### src/rtl/gray_code_counter.sv
// gray_code_counter
//   Synchronous up/down binary counter that also produces the Gray code of its
//   count. It feeds the downstream Gray-to-binary converter. The binary state
//   is exposed so the converter output can be cross-checked in-system.
//
// Parameters
//   WIDTH     counter width in bits (>= 2), shared by gray_out and bin_out
//
// Ports
//   clk       rising-edge clock
//   rst_n     synchronous active-low reset
//   en        advance the count by one step this cycle
//   up_dn     direction: 1 = up, 0 = down (applies on the next en step)
//   load      load load_bin this cycle (wins over en)
//   load_bin  binary value to load
//   gray_out  registered Gray code of the current count
//   bin_out   registered binary count
//   tc        terminal count in the current direction (combinational)
//   wrap      one-cycle pulse that coincides with a wrapped value
//   err       sticky Gray-adjacency error flag
//
// Build option
//   GRAY_CHECK_EN  when defined, adds an adjacency checker that drives err.
//                  When undefined, err is tied to 0.
module gray_code_counter #(
    parameter int WIDTH = 4
) (
    input  logic             clk,
    input  logic             rst_n,
    input  logic             en,
    input  logic             up_dn,
    input  logic             load,
    input  logic [WIDTH-1:0] load_bin,
    output logic [WIDTH-1:0] gray_out,
    output logic [WIDTH-1:0] bin_out,
    output logic             tc,
    output logic             wrap,
    output logic             err
);

    localparam logic [WIDTH-1:0] ONE  = {{(WIDTH-1){1'b0}}, 1'b1};
    localparam logic [WIDTH-1:0] ZERO = '0;
    localparam logic [WIDTH-1:0] MAX  = '1;

    logic [WIDTH-1:0] bin_q,  bin_d;
    logic [WIDTH-1:0] gray_q, gray_d;
    logic             wrap_q, wrap_d;
    logic             step;       // this edge performs an en step

    // Gray is derived from the *next* binary value, so both registers change
    // on the same edge and always describe the same count.
    always_comb begin
        bin_d  = bin_q;
        gray_d = gray_q;
        wrap_d = 1'b0;
        step   = 1'b0;
        if (load) begin
            bin_d  = load_bin;
            gray_d = load_bin ^ (load_bin >> 1);
        end else if (en) begin
            step   = 1'b1;
            bin_d  = up_dn ? (bin_q + ONE) : (bin_q - ONE);
            gray_d = bin_d ^ (bin_d >> 1);
            wrap_d = up_dn ? (bin_q == MAX) : (bin_q == ZERO);
        end
    end

    always_ff @(posedge clk) begin
        if (!rst_n) begin
            bin_q  <= '0;
            gray_q <= '0;
            wrap_q <= 1'b0;
        end else begin
            bin_q  <= bin_d;
            gray_q <= gray_d;
            wrap_q <= wrap_d;
        end
    end

    assign bin_out  = bin_q;
    assign gray_out = gray_q;
    assign wrap     = wrap_q;
    assign tc       = up_dn ? (bin_q == MAX) : (bin_q == ZERO);

`ifdef GRAY_CHECK_EN
    // The checker observes the gray_out port itself rather than gray_q, so it
    // judges exactly what the downstream converter receives.
    logic [WIDTH-1:0] gray_prev_q;
    logic             chk_q;      // previous edge was a plain en step
    logic             err_q;

    always_ff @(posedge clk) begin
        if (!rst_n) begin
            gray_prev_q <= '0;
            chk_q       <= 1'b0;
            err_q       <= 1'b0;
        end else begin
            gray_prev_q <= gray_out;
            chk_q       <= step;
            if (chk_q && ($countones(gray_prev_q ^ gray_out) != 1))
                err_q <= 1'b1;
        end
    end

    assign err = err_q;
`else
    assign err = 1'b0;
`endif

endmodule
### config.mk
export PLATFORM = sky130hd
export DESIGN_NAME = gray_code_counter
export DESIGN_NICKNAME = d
export VERILOG_FILES = /design/src/rtl/gray_code_counter.sv
export SDC_FILE = /design/constraint.sdc
export NUM_CORES = 1
export LEC_CHECK = 0
export CORE_MARGIN = 3
export CORE_UTILIZATION = 42
export DETAILED_ROUTE_END_ITERATION = 10
export GPL_TIMING_DRIVEN = 0
export PLACE_DENSITY_LB_ADDON = 0.3
export SYNTH_ARGS = -nofsm -noshare
export SYNTH_HDL_FRONTEND = slang
export SYNTH_SLANG_ARGS = --single-unit
export TNS_END_PERCENT = 100
### constraint.sdc
create_clock -name clk -period 2.2 [get_ports clk]
set_input_delay 0.44 -clock clk [delete_from_list [all_inputs] [get_ports clk]]
set_output_delay 0.44 -clock clk [all_outputs]
set_load 0.005 [all_outputs]
* Word-level counts from Yosys, hierarchy flattened
Index checks and enable logic that the tools add are counted.
Storage, ports and cells: bits in registers 9, input bits 9, output and inout port bits 11, logic and storage cells 19
Cells by class: $add $sub $neg 2, equality and inequality tests 1, multiplexer cells 6, bitwise logic cells 4, reductions and logical operators 3
Operator list (number):
- 4-bit two-way mux | 5
- 4-bit by 3-bit XOR with 4-bit output | 2
- 4-bit by 1-bit adder with 4-bit output, second input constant | 1
- 4-bit equality test, second input constant | 1
- 4-bit logical NOT | 1
- 4-bit by 1-bit subtractor with 4-bit output, second input constant | 1
- 3-bit OR reduction | 1
- 1-bit NOT | 2
- 2-bit nonzero test | 1
- 1-bit two-way mux | 1

* Longest topological paths before layout
depth in word-level cells 5, mapped depth 6, gate-level depth less buffers 6

* Worst setup path after synthesis
Ideal clock, no wire load.
path kind in2reg, start in up_dn, end reg gray_q[2] (netlist: gray_out[2]), library setup time 0.070 ns, arrival 1.689 ns, required time 2.130 ns, path slack 0.441 ns, stages on the path 5, buffers on the path 0, path through inv_1 -> fa_1 -> xnor2_2 -> xnor3_1 -> a21oi_1
On the way: longest elaborated chain between the ends 4
RTL lines:
- start, declared | line 31 | input logic up_dn,
- 4-bit two-way mux | line 62 | bin_d = up_dn ? (bin_q + ONE) : (bin_q - ONE);
- 4-bit by 3-bit XOR with 4-bit output | line 63 | gray_d = bin_d ^ (bin_d >> 1);
- 4-bit two-way mux | line 60 | end else if (en) begin
- 4-bit two-way mux | line 57 | if (load) begin
- end signal, assigned | line 75 | gray_q <= gray_d;
- end, declared | line 46 | logic [WIDTH-1:0] gray_q, gray_d;
No other way between the ends. The select of a mux whose other input is x is not followed. A chain may end at the register's enable or synchronous reset.

* Worst setup path in the final report
start reg bin_q[0] (netlist: bin_out[0]), end out tc
On the way: longest elaborated chain between the ends 2, elaborated cells between the ends (all ways) 3, those cells by class eq/ne (1); mux (1); reduce/logical (1)
RTL lines:
- start, declared | line 45 | logic [WIDTH-1:0] bin_q, bin_d;
- start signal, assigned | line 74 | bin_q <= bin_d;
- 4-bit equality test / 4-bit logical NOT (equally long branches) | line 83 | assign tc = up_dn ? (bin_q == MAX) : (bin_q == ZERO);
- 1-bit two-way mux * | line 83
- end, declared | line 36 | output logic tc,
Mark *: on every way between the ends. The rest lies on a longest branch, timed or not.

==> reports/metrics.cfg <==
[run_status]
outcome=completed

[drt]
firstDrtPassIters=4
drt_iter0_drc=10
vias=528
wl_per_cell_um=12.9
totalWireLength_mm=1.29
ant_nets=0
drc=0
viasPerCell=5.28

[floorplan]
die_height_um=42.4
dieArea_um2=1800
ios=20
rows=12
die_x_um=42.4
initial_core_util=0.474
core_area_um2=1170

[clock_tree]
cts_tree=yes
ctsHtreeMaxLevel=1
clkSlewWorstSetupHoldPaths_ns=0.06
clock-sinks=8
numCtsBuffers=3
cts_hold_buffers=0
cts_buffer_depth=2
cts_root_buf=clkbuf_4
clk_latency_ns=0.25

[sta]
setup_viol_count_final=0
skew_ns=0.00208
maxSlewViolCount=0
hold_viol=0
rsz0062_at_grt=false
period_share=0.942
period_minus_slack_ns=2.07
fmax_ghz=0.483

[critical_path]
criticalPathCategory=register to output port
path_max_fanout=7
cp_slowest_cell=clkdlybuf4s50_1
max_stage_delay_ns=0.51
worst-path-buf-inv=1
r2r_setup_slack_ns=0.53
crit_path_end_kind=output port
critPathRequiredTime_ns=1.76
start_kind=register
path_cells=nor4_1 > nand2_1 > o21ai_2 > clkdlybuf4s50_1
crit_family=buffers and inverters
critPathArrivalTime_ns=1.63

[yosys]
syn_nets=75
synth_cell_types=29
yosysSeqAreaShare=0.288
yosys_warnings=0
syn_area_um2=556
postSynthCellCount=63
synth.avg_cell_area_um2=8.82
synth-seq-cells=8

[cells_and_area]
n_antenna_cell=0
area_growth_syn_to_layout_pct=43.0
finalNonFillerCells=100
drive_above_1_share=0.163
fillers=110
finalNetCount=100
final_area_um2=795

[place]
placed_cell_area_um2=743
dpl.cell_count=94
dp_hpwl_um=954
port_buffers=17
gp_congestion=0.727

[power_and_ir_drop]
ir_worst_vdd_v=0.000272
p_leak_nw=0.357
p_per_area_nw_per_um2=586

[grt]
gr-usage-all-layers=0.166
grt_pass1_wl_mm=2.17
grt_max_degree=11
antenna_found_initial=0
first_global_vias=499
grt-ovfl-total=0

[hold_path]
hold_path.class=register to register

[job]
maxCapViolCount=0

==> worst paths after layout <==
check	from	end	depth (start not counted)
setup / recovery	bin_out[0]	tc	4
hold / removal	gray_out[1]	gray_out[1]	2
setup reg to reg	bin_out[0]	gray_out[1]	6
hold reg to reg	gray_out[1]	gray_out[1]	2
==> tightest hold or removal path: cells and delay by family (launching register included) <==
family	cells	cell delay, ns
flip-flops	1	0.30
multiplexers	1	0.12
AO/OA/AOI/OAI	1	0.08
==> power breakdown <==
part / switching [W] / leakage, nW / total [W] / internal, W
clock network: 0.0000510 / 0.0138 / 0.000114 / 0.0000625
logic: 0.0000705 / 0.277 / 0.000180 / 0.000109
registers: 0.0000144 / 0.0663 / 0.000172 / 0.000158
total: 0.000136 / 0.357 / 0.000466 / 0.000330
==> kinds of logic after synthesis <==
logic type,Yosys count,synth area share
and+or+nand+nor,18,0.180
other,1,0.00675
adders and majority gates,3,0.0811
AOI/OAI and AO/OA,14,0.146
buffers and inverters,7,0.0630
muxes,3,0.0541
xor gates and xnor gates,9,0.180
DFF,8,0.288
==> layer usage <==
metal | track usage | up-vias | share of wire
met5 | 0 | - | 0
met4 | 0.112 | 0 | 0.027
met3 | 0.0558 | 5 | 0.057
met2 | 0.261 | 15 | 0.47
met1 | 0.187 | 242 | 0.44
li1 | - | 266 | -
==> synth_stat cells, drive strengths merged <==
cell | instances | area, um2
dfxtp | 8 | 160
nor2 | 8 | 37.5
a21oi | 7 | 35.0
xnor2 | 6 | 60.1
buf | 3 | 20.0
inv | 3 | 11.3
mux2i | 3 | 30.0
o21ai | 3 | 15.0
a211oi | 2 | 15.0
and3 | 2 | 17.5
ha | 2 | 25.0
nand2 | 2 | 7.51
xor2 | 2 | 17.5
a21o | 1 | 7.51
clkbuf | 1 | 3.75
conb | 1 | 3.75
fa | 1 | 20.0
nand3 | 1 | 5.00
nand4 | 1 | 6.26
nor2b | 1 | 6.26
nor3b | 1 | 7.51
nor4 | 1 | 6.26
o311ai | 1 | 8.76
or3 | 1 | 6.26
xnor3 | 1 | 22.5
==> registers in the layout, indices dropped and copies added (netlist names) <==
signal    flops
bin_out       4
wrap          1
gray_out      3
==> per-stage QoR <==
step	hold WS [ns]	worst slack, ns	total power (W)	util	setup TNS, ns
after global placement	0.529	-0.236	0.000340	0.635	-0.397
after CTS	0.553	0.0500	0.000460	0.657	0
after global routing	0.604	0.0410	0.000499	0.678	0
after detailed placement	0.544	-0.228	0.000343	0.635	-0.472
after floorplan	0.530	0.441	0.000278	-	0
final	0.548	0.128	0.000466	0.678	0
==> cell type report <==
class                           count  area, um2  area share
Multi-Input combinational cell     48        364       0.458
Sequential cell                     8        160       0.202
Tap cell                           14       17.5      0.0220
Timing Repair Buffer               20        195       0.246
Clock buffer                        3       22.5      0.0283
Inverter                            3       11.3      0.0142
Buffer                              4       23.8      0.0299
==> layout by cell type, fill, tap and decap left out, drive strengths merged, types with 3 or more instances in the layout <==
cell type,netlist,final
a21oi,7,7
clkdlybuf4s50,0,16
buf,3,6
xnor2,6,6
o21ai,3,3
nor2,8,8
clkbuf,1,4
mux2i,3,3
inv,3,3
dfxtp,8,8
==> repair_timing <==
action	in CTS	in global routing
gates cloned	0	0
buffers inserted	0	3
setup endpoints to repair	1	2
pin swaps	0	2
resized for setup	3	1
Note: power is estimated with default switching activity, not from simulation.
